$ cat config.mk
export PLATFORM = sky130hd
export DESIGN_NAME = instr_stream_encoder
export DESIGN_NICKNAME = d
export VERILOG_FILES = /design/src/rtl/instr_stream_encoder.sv
export SDC_FILE = /design/constraint.sdc
export NUM_CORES = 1
export LEC_CHECK = 0
export CAP_MARGIN = 5
export CORE_AREA = 3 3 92 94
export DETAILED_ROUTE_END_ITERATION = 10
export DIE_AREA = 0 0 95 97
export PLACE_DENSITY = 0.8
export SLEW_MARGIN = 10
export SYNTH_ARGS = -nofsm -noshare
export SYNTH_HDL_FRONTEND = slang
export SYNTH_SLANG_ARGS = --single-unit
$ cat constraint.sdc
create_clock -name clk -period 2.12 [get_ports clk]
set_input_delay 0.424 -clock clk [delete_from_list [all_inputs] [get_ports clk]]
set_output_delay 0.424 -clock clk [all_outputs]
set_load 0.005 [all_outputs]
$ cat src/rtl/instr_stream_encoder.sv
// RV32I instruction encoder and imem preloader.
// Takes decoded field bundles over a valid/ready stream, packs each into a
// 32-bit instruction word and writes it to consecutive word addresses.
//
//   state | meaning
//   ------+---------------------------------------------------------------
//   IDLE  | after reset, waiting for start
//   LOAD  | accepting bundles, issuing writes
//   DRAIN | no more bundles accepted, waiting for the pending write to retire
//   DONE  | session finished, holds until the next start

module instr_stream_encoder #(
   parameter int                ADDR_W    = 32,
   parameter logic [ADDR_W-1:0] BASE_ADDR = '0,
   parameter int                DEPTH     = 64,
   localparam int               CNT_W     = $clog2(DEPTH + 1)
) (
   input  logic              clk,
   input  logic              reset,
   input  logic              start,
   input  logic              in_valid,
   output logic              in_ready,
   input  logic [2:0]        in_fmt,
   input  logic [6:0]        in_op,
   input  logic [2:0]        in_funct3,
   input  logic              in_funct7b5,
   input  logic [4:0]        in_rd,
   input  logic [4:0]        in_rs1,
   input  logic [4:0]        in_rs2,
   input  logic [31:0]       in_imm,
   input  logic              in_last,
   output logic              mem_we,
   output logic [ADDR_W-1:0] mem_addr,
   output logic [31:0]       mem_wdata,
   input  logic              mem_ready,
   output logic              busy,
   output logic              done,
   output logic              err,
   output logic [CNT_W-1:0]  count
);

   typedef enum logic [1:0] {
      S_IDLE  = 2'd0,
      S_LOAD  = 2'd1,
      S_DRAIN = 2'd2,
      S_DONE  = 2'd3
   } state_t;

   localparam logic [2:0] FMT_R = 3'd0;
   localparam logic [2:0] FMT_I = 3'd1;
   localparam logic [2:0] FMT_S = 3'd2;
   localparam logic [2:0] FMT_B = 3'd3;
   localparam logic [2:0] FMT_U = 3'd4;
   localparam logic [2:0] FMT_J = 3'd5;

   localparam logic [6:0] OP_IMM = 7'b0010011;

   state_t              state_q, state_d;
   logic                mem_we_q, mem_we_d;
   logic [ADDR_W-1:0]   mem_addr_q, mem_addr_d;
   logic [31:0]         mem_wdata_q, mem_wdata_d;
   logic                err_q, err_d;
   logic [CNT_W-1:0]    count_q, count_d;
   logic [CNT_W-1:0]    idx_q, idx_d;

   logic [31:0]         enc_word;
   logic                enc_legal;
   logic                enc_misalign;
   logic                is_shift;
   logic                accept;
   logic                retire;
   logic                slot_free;
   logic                room_left;

   // The output stage can take a new word when empty or when it drains this edge.
   assign slot_free = !mem_we_q || mem_ready;
   assign room_left = (idx_q < CNT_W'(DEPTH));
   assign in_ready  = (state_q == S_LOAD) && slot_free && room_left;
   assign accept    = in_valid && in_ready;
   assign retire    = mem_we_q && mem_ready;

   // Pack the field bundle into an RV32I word according to its format.
   always_comb begin
      enc_word     = '0;
      enc_legal    = 1'b1;
      enc_misalign = 1'b0;
      is_shift     = (in_op == OP_IMM) &&
                     ((in_funct3 == 3'b001) || (in_funct3 == 3'b101));
      case (in_fmt)
         FMT_R: begin
            enc_word = {1'b0, in_funct7b5, 5'b00000, in_rs2, in_rs1,
                        in_funct3, in_rd, in_op};
         end
         FMT_I: begin
            // Shift-immediates carry funct7 in the upper immediate bits.
            if (is_shift) begin
               enc_word = {1'b0, in_funct7b5, 5'b00000, in_imm[4:0], in_rs1,
                           in_funct3, in_rd, in_op};
            end else begin
               enc_word = {in_imm[11:0], in_rs1, in_funct3, in_rd, in_op};
            end
         end
         FMT_S: begin
            enc_word = {in_imm[11:5], in_rs2, in_rs1, in_funct3,
                        in_imm[4:0], in_op};
         end
         FMT_B: begin
            enc_word     = {in_imm[12], in_imm[10:5], in_rs2, in_rs1, in_funct3,
                            in_imm[4:1], in_imm[11], in_op};
            enc_misalign = in_imm[0];
         end
         FMT_U: begin
            enc_word = {in_imm[31:12], in_rd, in_op};
         end
         FMT_J: begin
            enc_word     = {in_imm[20], in_imm[10:1], in_imm[11], in_imm[19:12],
                            in_rd, in_op};
            enc_misalign = in_imm[0];
         end
         default: begin
            enc_legal = 1'b0;
         end
      endcase
   end

   // Next-state, write-stage and session bookkeeping.
   always_comb begin
      state_d     = state_q;
      mem_we_d    = mem_we_q && !mem_ready;
      mem_addr_d  = mem_addr_q;
      mem_wdata_d = mem_wdata_q;
      err_d       = err_q;
      idx_d       = idx_q;
      count_d     = retire ? (count_q + CNT_W'(1)) : count_q;

      case (state_q)
         S_IDLE, S_DONE: begin
            if (start) begin
               state_d    = S_LOAD;
               count_d    = '0;
               err_d      = 1'b0;
               idx_d      = '0;
               mem_addr_d = BASE_ADDR;
            end
         end

         S_LOAD: begin
            if (accept) begin
               if (enc_legal) begin
                  mem_we_d    = 1'b1;
                  mem_addr_d  = BASE_ADDR + ADDR_W'({idx_q, 2'b00});
                  mem_wdata_d = enc_word;
                  idx_d       = idx_q + CNT_W'(1);
                  if (enc_misalign) begin
                     err_d = 1'b1;
                  end
               end else begin
                  err_d = 1'b1;
               end

               // An explicit last wins over running out of room on the same bundle.
               if (in_last) begin
                  state_d = S_DRAIN;
               end else if (enc_legal && (idx_q == CNT_W'(DEPTH - 1))) begin
                  state_d = S_DRAIN;
                  err_d   = 1'b1;
               end
            end
         end

         S_DRAIN: begin
            if (slot_free) begin
               state_d = S_DONE;
            end
         end

         default: begin
            state_d = S_IDLE;
         end
      endcase
   end

   // State and datapath registers; reset drops any pending write.
   always_ff @(posedge clk or posedge reset) begin
      if (reset) begin
         state_q     <= S_IDLE;
         mem_we_q    <= 1'b0;
         mem_addr_q  <= BASE_ADDR;
         mem_wdata_q <= '0;
         err_q       <= 1'b0;
         count_q     <= '0;
         idx_q       <= '0;
      end else begin
         state_q     <= state_d;
         mem_we_q    <= mem_we_d;
         mem_addr_q  <= mem_addr_d;
         mem_wdata_q <= mem_wdata_d;
         err_q       <= err_d;
         count_q     <= count_d;
         idx_q       <= idx_d;
      end
   end

   assign mem_we    = mem_we_q;
   assign mem_addr  = mem_addr_q;
   assign mem_wdata = mem_wdata_q;
   assign busy      = (state_q == S_LOAD) || (state_q == S_DRAIN);
   assign done      = (state_q == S_DONE);
   assign err       = err_q;
   assign count     = count_q;

endmodule

# Word-level counts from Yosys, hierarchy flattened
# Index checks and enable logic that the tools add are counted.
# op_classes
add_sub_neg,2
multipliers,0
n_div,0
order_cmp,1
n_eq_ne,17
n_shift,0
muxes,31
n_bitwise,0
reduce_logical,22
# op_table
operator,count
32-bit one-hot mux with 6 select lines,1
32-bit 2-to-1 mux,4
32-bit one-hot mux with 2 select lines,1
7-bit 2-to-1 mux,6
7-bit by 1-bit adder with 7-bit output (second input constant),2
7-bit one-hot mux with 2 select lines,1
1-bit 2-to-1 mux,11
2-bit 2-to-1 mux,5
3-bit == test (second input constant),3
2-bit != test (second input constant),4
4-bit AND reduction,2
7-bit by 5-bit == test with 1-bit output (second input constant),1
7-bit by 6-bit == test with 1-bit output (second input constant),1
1-bit logical AND,7
7-bit < comparator (second input constant),1
3-bit by 1-bit == test with 1-bit output (second input constant),2
3-bit by 2-bit == test with 1-bit output (second input constant),2
2-bit one-hot mux with 3 select lines,1
3-bit AND reduction,2
6-bit OR reduction,1
2-bit == test (second input constant),2
2-bit OR reduction,2
3-bit zero test,1
1-bit logical OR,3
6 further kinds,7
# totals
regBits,82
latchBits,0
ram_bits,0
romBits,0
inputBits,67
out_inout_bits,76
word_cells,80
n_memories,0

# Depth between registers and ports, before layout
# logic_depth
word_depth,9
ltp_mapped,8
ltp_nobuf,6

# Least setup slack after synthesis
# OpenSTA, ideal clock, no wires.
# synth_timing
path_type,in2reg
startpoint,in in_op[5]
endpoint,reg mem_wdata_q[30] (netlist: mem_wdata[30])
setup_ps,144
arrival_time_ps,1692
required_ps,1976
slack_ps,284
cell_stages,5
n_path_buf,1
cell_sequence,or4bb_1 or4_1 buf_2 nand3_2 a31oi_1
# synth_between
elab_chain_cells,4
# synth_rtl
item,line,rtl
start: declaration,24,"input logic [6:0] in_op,"
7-bit by 5-bit == test with 1-bit output,87,is_shift = (in_op == OP_IMM) &&
1-bit logical AND,87,
32-bit 2-to-1 mux,96,if (is_shift) begin
32-bit one-hot mux with 6 select lines,89,case (in_fmt)
end signal: assignment,197,mem_wdata_q <= mem_wdata_d;
end: declaration,61,"logic [31:0] mem_wdata_q, mem_wdata_d;"
# No other way between the ends.
# A chain may end at the register's enable or synchronous reset.

# Worst setup path after layout
# layout_timing
startpoint,reg state_q[0]
endpoint,out busy
# layout_between
elab_chain_cells,2
word_cells_on_any_way,3
cone_classes,eq/ne (2); reduce/logical (1)
# layout_rtl
item,line,rtl
start: declaration,58,"state_t state_q, state_d;"
start signal: assignment,194,state_q <= state_d;
2-bit by 1-bit == test with 1-bit output or 2-bit == test (tied branches),207,assign busy = (state_q == S_LOAD) || (state_q == S_DRAIN);
1-bit logical OR (*),207,
end: declaration,36,"output logic busy,"
# Mark *: on every way between the ends. The rest lies on a longest branch, timed or not.

==> results_dict.tcl <==
set metrics [dict create \
    status "completed" \
    yosys.area.top_type "dfrtp_1" \
    crit_fanout 8 \
    leakage_uw 0.002078 \
    clock_skew_ns 0.01017 \
    synth-edff-count 0 \
    synth_top_cells_by_area "dfrtp_1 (43%), buf_4 (5.7%), mux2_2 (3.4%), o31ai_1 (3.4%), a21oi_1 (3.2%)" \
    dr.pass1.iters 4 \
    worstSetupStartpoint "state_q[0]" \
    vias_per_cell 5.382 \
    drtIter0Drc 95 \
    end_kind "output pin" \
    rsz0062_at_grt "no" \
    critPathTopFamily "buffers and inverters" \
    num_vias 3224 \
    crit_path_start_kind "register" \
    ios 143 \
    drcViolationCount 0 \
    post-route-period-util 0.9676 \
    overflow 0 \
    yosysMostFrequentCell "dfrtp_1" \
    floorplan.initialDensity 0.4275 \
    maxCapViolations 0 \
    tns_ns 0 \
    clkLatencyLatePin_ns 0.34 \
    min_path_type "input pin to asynchronous set/reset pin" \
    cts_buffer_depth 2 \
    die_area_um2 9215 \
    seq_area_frac_synth 0.4318 \
    finalMaxSlewViolations 0 \
    synth-xor-area-share 0.01326 \
    crit_path_cell_trace "inv_2, ha_4, inv_1, clkdlybuf4s50_1" \
    synthFlopType "dfrtp_1" \
    fmax_mhz 487.5 \
    syn_inst 355 \
    diodes 0 \
    hold_violations 0 \
    required_ns 1.70 \
    ys_ff_latch 57 \
    irDropWorstVdd_v 0.0006526 \
    fin_crit_ns 2.051 \
    clockPowerShare 0.160 \
    clkSinkCount 57 \
    place_hpwl_um 7453 \
    power_density_nw_per_um2 1116 \
    clock-root-buffer "clkbuf_8" \
    cpMaxStageDelayCell "clkdlybuf4s50_1" \
    io_buffers 117 \
    clk_pin_slew_ns 0.07 \
    grt_max_degree 33 \
    wl_per_cell_um 16.26 \
    fp.dieH_um 97 \
    crit_type "register to output pin" \
    max_stage_delay_ns 0.49 \
    layout-drive-gt1-share 0.1328 \
    htreeDepth 3 \
    syn-mean-instance-area_um2 9.305 \
    synth_cell_types 50 \
    hold_slack_ns 0.4634 \
    p_switching_uw 1895 \
    antenna_left 0 \
    antenna_found_initial 0 \
    syn_to_final_growth_pct 47.80 \
    grt_pass1_vias 3351 \
    synth.top_cell.area_share 0.4318 \
    synth_fa_ha_area_frac 0.01894 \
    cts_buffers 9 \
    setup_viol 0 \
    ys_warn_count 0 \
    arrival_ns 1.63 \
    r2r_start "state_q[1]" \
    synth_mux_area_frac 0.06136 \
    finalWeightedCongestion 0.8593 \
    grt_pass1_wl_um 16010 \
    fp-row-count 32 \
    switching_share 0.3478 \
    comb_power_share 0.511 \
    yosys.area_share.simple 0.1811 \
    p_int_uw 3554 \
    grt_usage 0.2211 \
    async_reset_ff_frac 1.000 \
    p_seq_frac 0.329 \
    synth_common_cells "dfrtp_1 (57), buf_4 (25), nand2_1 (25), a21oi_1 (21), nor2_1 (20)" \
    fin_nets 565 \
    coreArea_um2 7727 \
    dieWidth_um 95 \
    syn-cell-area_um2 3303 \
    synth_compound_area_frac 0.1932 \
    drt_wl_total_um 9741 \
    crit_buf_inv 3 \
    synth_top_family_by_area "compound AO/OA/AOI/OAI gates" \
    cts_tree "built" \
]
layout by cell type (no fill, tap or decap), drive strengths merged, types with 3 or more instances in the layout:
cell type,synthesis,routed
a211oi,7,7
a21oi,21,21
a22o,5,5
a22oi,5,5
a2bb2oi,6,6
a31oi,5,5
and2,6,6
buf,30,31
clkbuf,15,11
clkdlybuf4s50,0,116
clkinv,0,4
conb,1,25
dfrtp,57,57
ha,5,5
inv,14,14
mux2,10,10
mux2i,9,9
nand2,25,25
nand2b,15,15
nand3,14,14
nand4,3,3
nor2,21,21
nor2b,7,7
nor3,8,8
o21ai,14,14
o22ai,9,9
o31ai,15,15
or3,4,4
xnor2,4,4
metal layers:
layer  global-route usage  part of all wire  vias up
met4              0.09545             0.029        0
li1                     -                 -     1504
met2               0.3579              0.49      171
met1               0.2576              0.37     1524
met3              0.08476              0.11       25
met5                    0                 0        -
worst reg2reg max path, cell delays in order (launching register included):
cell	delay [ns]
dfrtp_1	0.42
inv_1	0.10
ha_2	0.22
a21boi_1	0.24
a31oi_2	0.13
buf_4	0.18
or3_1	0.34
a21oi_1	0.17
state kept, by name, summed over array words and instances (netlist names):
signal / cells
count: 7
err: 1
idx_q: 7
mem_addr: 7
mem_wdata: 32
mem_we: 1
state_q: 2
what timing repair did:
item	in CTS	in global routing
hold buffers	0	0
setup buffers	0	0
resized for setup	4	3
gates cloned	0	0
endpoints found under the setup margin	2	8
pin swaps	0	0
final timing paths:
kind                                      end  slack [ns]  depth (start not counted)
worst min-delay path               state_q[0]        0.46                          3
min in group clk                mem_wdata[21]        0.49                          2
max in group asynchronous        mem_wdata[2]        1.33                          3
worst min register to register  mem_wdata[21]        0.49                          2
worst max register to register       idx_q[2]        0.25                          7
worst max-delay path                     busy        0.07                          4
cell families (layout without fill, tap and decap cells):
group           Yosys count  in the layout
xor+xnor                  5              5
buf+inv                  59            177
fa+ha+maj                 5              5
mux                      19             19
flops                    57             57
simple gates            114            114
other cells               1             25
compound gates           95             95
power by group through the flow:
stage / Combinational (uW) / Clock, uW / Sequential, uW
6_report: 2780 / 870 / 1790
3_5_place_dp: 2760 / 0 / 1800
5_1_grt: 3040 / 939 / 1850
2_1_floorplan: 1250 / 0 / 1770
4_1_cts: 2790 / 884 / 1790
3_3_place_gp: 2680 / 0 / 1780
per-stage QoR:
step / cells / cell area [um^2] / setup slack [ns] / total power (uW) / util
after floorplan: 379 / 3393 / 0.2837 / 3023 / -
after global placement: 584 / 4700 / -0.2802 / 4466 / 0.6082
after detailed placement: 584 / 4700 / -0.3469 / 4556 / 0.6082
after CTS: 599 / 4875 / 0.01543 / 5472 / 0.6308
after global routing: 599 / 4882 / 0.01229 / 5830 / 0.6318
final: 599 / 4882 / 0.06878 / 5449 / 0.6318
layout make-up:
| type | count | area, um^2 |
|---|---|---|
| Clock buffer | 11 | 141.4 |
| Clock inverter | 4 | 20.02 |
| Fill cell | 626 | 2845 |
| Inverter | 14 | 52.55 |
| Multi-Input combinational cell | 263 | 1662 |
| Sequential cell | 57 | 1426 |
| Tap cell | 102 | 127.6 |
| Timing Repair Buffer | 148 | 1453 |
Power figures use the tool's default switching activity.
